`src/rtl/mem_port_arbiter.sv`:
```
// rtl/mem_port_arbiter.sv - shares one variable-latency memory between IF and MEM ports
module mem_port_arbiter #(
    parameter int TIMEOUT = 255
) (
    input  logic        clk,
    input  logic        rst,
    input  logic        inst_ren,
    input  logic [31:0] inst_addr,
    output logic [31:0] inst_data,
    output logic        inst_stall,
    input  logic        mem_ren,
    input  logic        mem_wen,
    input  logic [31:0] mem_addr,
    input  logic [31:0] mem_dout,
    output logic [31:0] mem_din,
    output logic        mem_stall,
    output logic        ram_cs,
    output logic        ram_we,
    output logic [31:0] ram_addr,
    output logic [31:0] ram_wdata,
    input  logic [31:0] ram_rdata,
    input  logic        ram_ack,
    output logic        bus_err,
    output logic [31:0] stall_cnt
);
    localparam int CW = $clog2(TIMEOUT + 1);

    typedef enum logic [1:0] {IDLE, D_BUSY, I_BUSY} state_t;
    state_t state_q, state_d;

    logic          i_done, d_done;
    logic [CW-1:0] to_cnt;
    logic          d_req, advance, timeout, finish;
    logic          credit_d, credit_i;
    logic          issue_d, issue_i, done_d, done_i, drop;
    logic [31:0]   rdata_eff;

    assign d_req      = mem_ren | mem_wen;
    assign inst_stall = inst_ren & ~i_done;
    assign mem_stall  = d_req & ~d_done;
    assign advance    = ~inst_stall & ~mem_stall;

    // Ack beats timeout on the same edge; a timed-out read returns all ones.
    assign timeout   = ram_cs & ~ram_ack & (to_cnt == CW'(TIMEOUT));
    assign finish    = (state_q != IDLE) & (ram_ack | timeout);
    assign rdata_eff = ram_ack ? ram_rdata : 32'hFFFF_FFFF;

    // A completion only counts if the requester still presents the same access.
    assign credit_d = d_req & (mem_wen == ram_we) & (mem_addr == ram_addr);
    assign credit_i = inst_ren & (inst_addr == ram_addr);

    always_ff @(posedge clk) begin
        if (rst) state_q <= IDLE;
        else     state_q <= state_d;
    end

    always_comb begin
        state_d = state_q;
        case (state_q)
            IDLE: begin
                if (mem_stall)       state_d = D_BUSY;
                else if (inst_stall) state_d = I_BUSY;
            end
            D_BUSY: begin
                if (finish) state_d = inst_stall ? I_BUSY : IDLE;
            end
            I_BUSY: begin
                if (finish) state_d = IDLE;
            end
            default: state_d = IDLE;
        endcase
    end

    always_comb begin
        issue_d = (state_q == IDLE) & mem_stall;
        issue_i = ((state_q == IDLE) & ~mem_stall & inst_stall) |
                  ((state_q == D_BUSY) & finish & inst_stall);
        done_d  = (state_q == D_BUSY) & finish & credit_d;
        done_i  = (state_q == I_BUSY) & finish & credit_i;
        drop    = finish & ~issue_i;
    end

    always_ff @(posedge clk) begin
        if (rst) begin
            ram_cs    <= 1'b0;
            ram_we    <= 1'b0;
            ram_addr  <= 32'd0;
            ram_wdata <= 32'd0;
            inst_data <= 32'd0;
            mem_din   <= 32'd0;
            bus_err   <= 1'b0;
            stall_cnt <= 32'd0;
            i_done    <= 1'b0;
            d_done    <= 1'b0;
            to_cnt    <= '0;
        end else begin
            if (issue_d) begin
                ram_cs    <= 1'b1;
                ram_we    <= mem_wen;
                ram_addr  <= mem_addr;
                ram_wdata <= mem_dout;
                to_cnt    <= CW'(1);
            end else if (issue_i) begin
                ram_cs   <= 1'b1;
                ram_we   <= 1'b0;
                ram_addr <= inst_addr;
                to_cnt   <= CW'(1);
            end else if (drop) begin
                ram_cs <= 1'b0;
                ram_we <= 1'b0;
                to_cnt <= '0;
            end else if (ram_cs) begin
                to_cnt <= to_cnt + CW'(1);
            end

            if (done_d && !ram_we) mem_din <= rdata_eff;
            if (done_i)            inst_data <= rdata_eff;
            if (timeout && state_q != IDLE) bus_err <= 1'b1;

            if (done_d)       d_done <= 1'b1;
            else if (advance) d_done <= 1'b0;
            if (done_i)       i_done <= 1'b1;
            else if (advance) i_done <= 1'b0;

            if (inst_stall | mem_stall) stall_cnt <= stall_cnt + 32'd1;
        end
    end
endmodule

```
`config.mk`:
```
export PLATFORM = sky130hd
export DESIGN_NAME = mem_port_arbiter
export DESIGN_NICKNAME = d
export VERILOG_FILES = /design/src/rtl/mem_port_arbiter.sv
export SDC_FILE = /design/constraint.sdc
export NUM_CORES = 1
export LEC_CHECK = 0
export ABC_AREA = 1
export BUFFER_PORTS_ARGS = -buffer_cell sky130_fd_sc_hd__buf_4
export CORE_ASPECT_RATIO = 1.1
export CORE_UTILIZATION = 56
export CTS_CLUSTER_SIZE = 30
export DETAILED_ROUTE_END_ITERATION = 8
export GPL_ROUTABILITY_DRIVEN = 0
export PLACE_DENSITY = 0.93
export SETUP_SLACK_MARGIN = 0.05
export SKIP_LAST_GASP = 1
export SYNTH_ARGS = -nofsm -noshare
export SYNTH_HDL_FRONTEND = slang
export SYNTH_SLANG_ARGS = --single-unit
export TNS_END_PERCENT = 50
```
`constraint.sdc`:
```
create_clock -name clk -period 3.35 [get_ports clk]
set_input_delay 0.335 -clock clk [delete_from_list [all_inputs] [get_ports clk]]
set_output_delay 0.335 -clock clk [all_outputs]
set_load 0.01 [all_outputs]
```
==> results.txt <==
The number of global-route vias before repair is about 9600. The worst-case clock skew is about 10 ps. The signal on the critical path passes through ha_1 > inv_1 > nor2_1 > nand3_1 > nand2_1 > nand2_1 > inv_2 > nand3_4 > nand2_1 > inv_1 > nor2_1. The sequential area share after synthesis came out at 0.368. The final routed DRC violation total is 0.

In the global route stage, met2 resource usage came out at 0.538. The required arrival time at the worst endpoint came out at ~3700 ps. The largest individual stage delay along the critical path comes from the cell sky130_fd_sc_hd__inv_2. The initial antenna violation count came to 0. The worst slack after detailed placement came out at between 900 and 1000 ps. The via density per instance is a little over 5.

The peak clock frequency supported by timing came out at between 0.4 and 0.5 GHz. The global-route usage over all layers is 0.317. The count of filler cells inserted in the layout came out at about 1300. The TritonCTS sink count is approximately 180.

The headroom to the max-slew limit came out at 0.514. The via count of the routed design came out at approximately 11000. sky130_fd_sc_hd__nand2_1 is the most common cell in the netlist.

The root cell of the clock tree is sky130_fd_sc_hd__clkbuf_16. The die covers 0.0175 mm2. The overall die height came out at around 140 um.

For this design, the CTS-stage hold fixing added 0 buffers. VDD sags by at most 0.329 mV. The final-report setup violation count came out at 0.

The measured slew at the worst slew-check pin came out at about 730 ps. After floorplanning, the core was divided into 49 placement rows. The repair_antennas step left the layout with diodes totalling 0.

In this run the power density over the cells is around 440 mW/mm2. Once layout is done, the placed cells without fillers occupy between 0.01 and 0.015 mm2. The core footprint came out at 0.0165 mm2.

The worst path needs between 2000 and 2500 ps of the cycle, external delays included. The clock-pin slew on the worst setup and hold paths is approximately 70 ps. The worst setup path is captured at a flop.

The first-pass iteration count of the detailed router came out at 7. The leading register cell type out of synthesis is sky130_fd_sc_hd__dfxtp_1. The count of buffers added on input and output ports is 298. The final routed wire length divided by cell count came out at between 10 and 15 um. The gate family responsible for the most delay along the worst path is simple AND/OR/NAND/NOR gates. TritonCTS built the clock tree.

At the end of the flow the core is filled with cells to 0.747. The count of cells resized by post-cts repair is 0. In this run the worst path has a maximum fanout of 33. The maximum level of the CTS H-tree is 4. After the last flow step, the layout net total stands at a little under 2000.

The max-capacitance violation count came out at 0. Setup repair after global routing left no endpoint under its margin. The total global routing overflow came out at 0.

The synthesized area per cell came out at about 6.1 um2. The commonest cells after synthesis are sky130_fd_sc_hd__nand2_1, sky130_fd_sc_hd__nor2_1, sky130_fd_sc_hd__inv_1. Buffers added to address setup during post-CTS repair amount to 0. The leakage power summed over all cells came out at a little over 6 nW.

The final count of hold timing violations came to 0. The share of Yosys cell area claimed by the top area cell type is 0.368. The data arrival time of the critical path is roughly 2800 ps. The initial core utilization came out at 0.577. The design draws between 5 and 6 mW. The startpoint type of the worst setup path is a flop. The worst-case hold slack came out at approximately 120 ps.

The final-layout setup total negative slack is 0 ps. The clock insertion delay at the later pin of the skew report came out at 440 ps. Counting every net in the synthesized netlist gives between 1500 and 2000. The worst path buffer plus inverter count is 3.

The number of CTS-inserted buffers came out at 17. The number of placed instances, taps included, is ~2000. By area the synthesized netlist is led by sky130_fd_sc_hd__dfxtp_1, sky130_fd_sc_hd__nand2_1, sky130_fd_sc_hd__nor2_1, sky130_fd_sc_hd__inv_1, sky130_fd_sc_hd__o21ai_0. The met1 track demand over resource in global routing came out at 0.385. The initial DRC count is 758. The largest net degree at the start of global routing is 80. The run finished with clean final reports. The number of different library cells in the post-synthesis netlist came out at 34. The maximum single-stage delay on the critical path came out at 500 ps.

The final clock period utilization by the worst path is 0.737. The count of antenna-violating nets left after detailed routing came out at 0. sky130_fd_sc_hd__dfxtp_1 takes more of the synthesized area than any other cell. Among the stages of the critical path, the cell type that occurs most often is sky130_fd_sc_hd__nand2_1. The mapped netlist covers about 0.0095 mm2. The first-pass GRT wire length came out at ~45000 um.

The placed wire-length estimate after detailed placement is just over 20000 um. The fraction of registers with async set/reset is 0. The synthesized instance count came out at approximately 1600. roughly 300 I/O pins were placed. The count of final max-slew check failures came out at 0. The maximum count of clock buffers along a single path came out at 2. The overall routed net length is 28000 um.

The non-filler instance count after layout is between 2000 and 2500. The global routing stage identified its most utilized layer as met2. The instance area after placement is 0.0117 mm2. Setup slack on the critical path of the routed design comes to 882 ps.

The horizontal die dimension is around 130 um. Yosys mapped a number of flops with a built-in enable equal to 0. The count of synthesis-stage warnings from yosys came out at 0. The fraction of final layout cells sized beyond drive strength 1 came out at 0.205. The tightest min-delay check is of the primary input to flop type. After synthesis the netlist holds a flip-flop and latch count of 175. The area added between synthesis and finish came out at 29.5%.

The worst setup path is of the flop to flop kind. The fraction of met3 tracks used by global routing came out at 0.0594.
==> state kept, by name, indices dropped and copies added, names as in the netlist <==
name / count
d_done: 1
bus_err: 1
ram_we: 1
i_done: 1
ram_wdata: 32
mem_din: 32
stall_cnt: 32
state_q: 2
to_cnt: 8
inst_data: 32
ram_cs: 1
ram_addr: 32
==> worst paths after layout <==
check | endpoint | slack [ps] | cells after the start | start
worst min-delay path | ram_wdata[5]$_SDFFE_PP0P_ | 120 | 3 | mem_dout[5]
worst max-delay path | inst_data[23]$_SDFFE_PP0P_ | 880 | 11 | to_cnt[1]$_SDFFE_PP0P_
worst min register to register | d_done$_SDFFE_PP0P_ | 470 | 2 | d_done$_SDFFE_PP0P_
worst max register to register | inst_data[23]$_SDFFE_PP0P_ | 880 | 11 | to_cnt[1]$_SDFFE_PP0P_
==> kinds of logic (layout without fill, tap and decap cells) <==
logic type	Yosys count	count (layout)	synth area share
and+or+nand+nor	885	885	0.381
buffers and inverters	322	600	0.141
DFF	175	175	0.368
AOI/OAI and AO/OA	153	153	0.0821
xor gates and xnor gates	27	27	0.0249
adders and majority gates	2	2	0.00263
==> metal layers <==
metal  vias to the layer above  part of all wire
met3                        71             0.083
met1                      4754              0.40
met2                       529              0.48
met5                         -                 0
li1                       5268                 -
met4                         0             0.036
==> where the power goes <==
part | internal (mW) | switching (mW) | leakage (nW)
Combinational | 0.473 | 0.678 | 4.52
Clock | 1.08 | 0.917 | 0.290
Sequential | 2.21 | 0.129 | 1.43
Total | 3.75 | 1.72 | 6.24
==> area by class of cell <==
cell class	count	area, um2	area share
multi-input combinational	1067	4670	0.379
sequential	175	3500	0.285
timing repair buffer	306	2310	0.188
inverter	262	986	0.0801
clock buffer	18	439	0.0357
tap	204	255	0.0207
clock inverter	14	149	0.0121
==> worst reg2reg max path, delay by kind of cell, from the launching register on <==
family	cells	cell delay (ps)
AND/OR/NAND/NOR	7	1240
buffers and inverters	3	610
flip-flops	1	370
adder cells (fa/ha/maj)	1	180
==> cells in the final DEF, fill, tap and decap left out, drive strengths merged <==
| master | count |
|---|---|
| clkinv | 5 |
| clkinvlp | 1 |
| buf | 306 |
| nand2 | 414 |
| inv | 269 |
| and2 | 1 |
| nor2 | 362 |
| o21ai | 119 |
| o21a | 5 |
| a21oi | 28 |
| nor3b | 1 |
| dfxtp | 175 |
| nand3b | 6 |
| bufinv | 1 |
| nor2b | 1 |
| nand3 | 33 |
| ha | 2 |
| xor2 | 13 |
| nor3 | 22 |
| xnor2 | 14 |
| nand4 | 45 |
| clkbuf | 18 |
| o31ai | 1 |
Note: power is estimated with default switching activity, not from simulation.
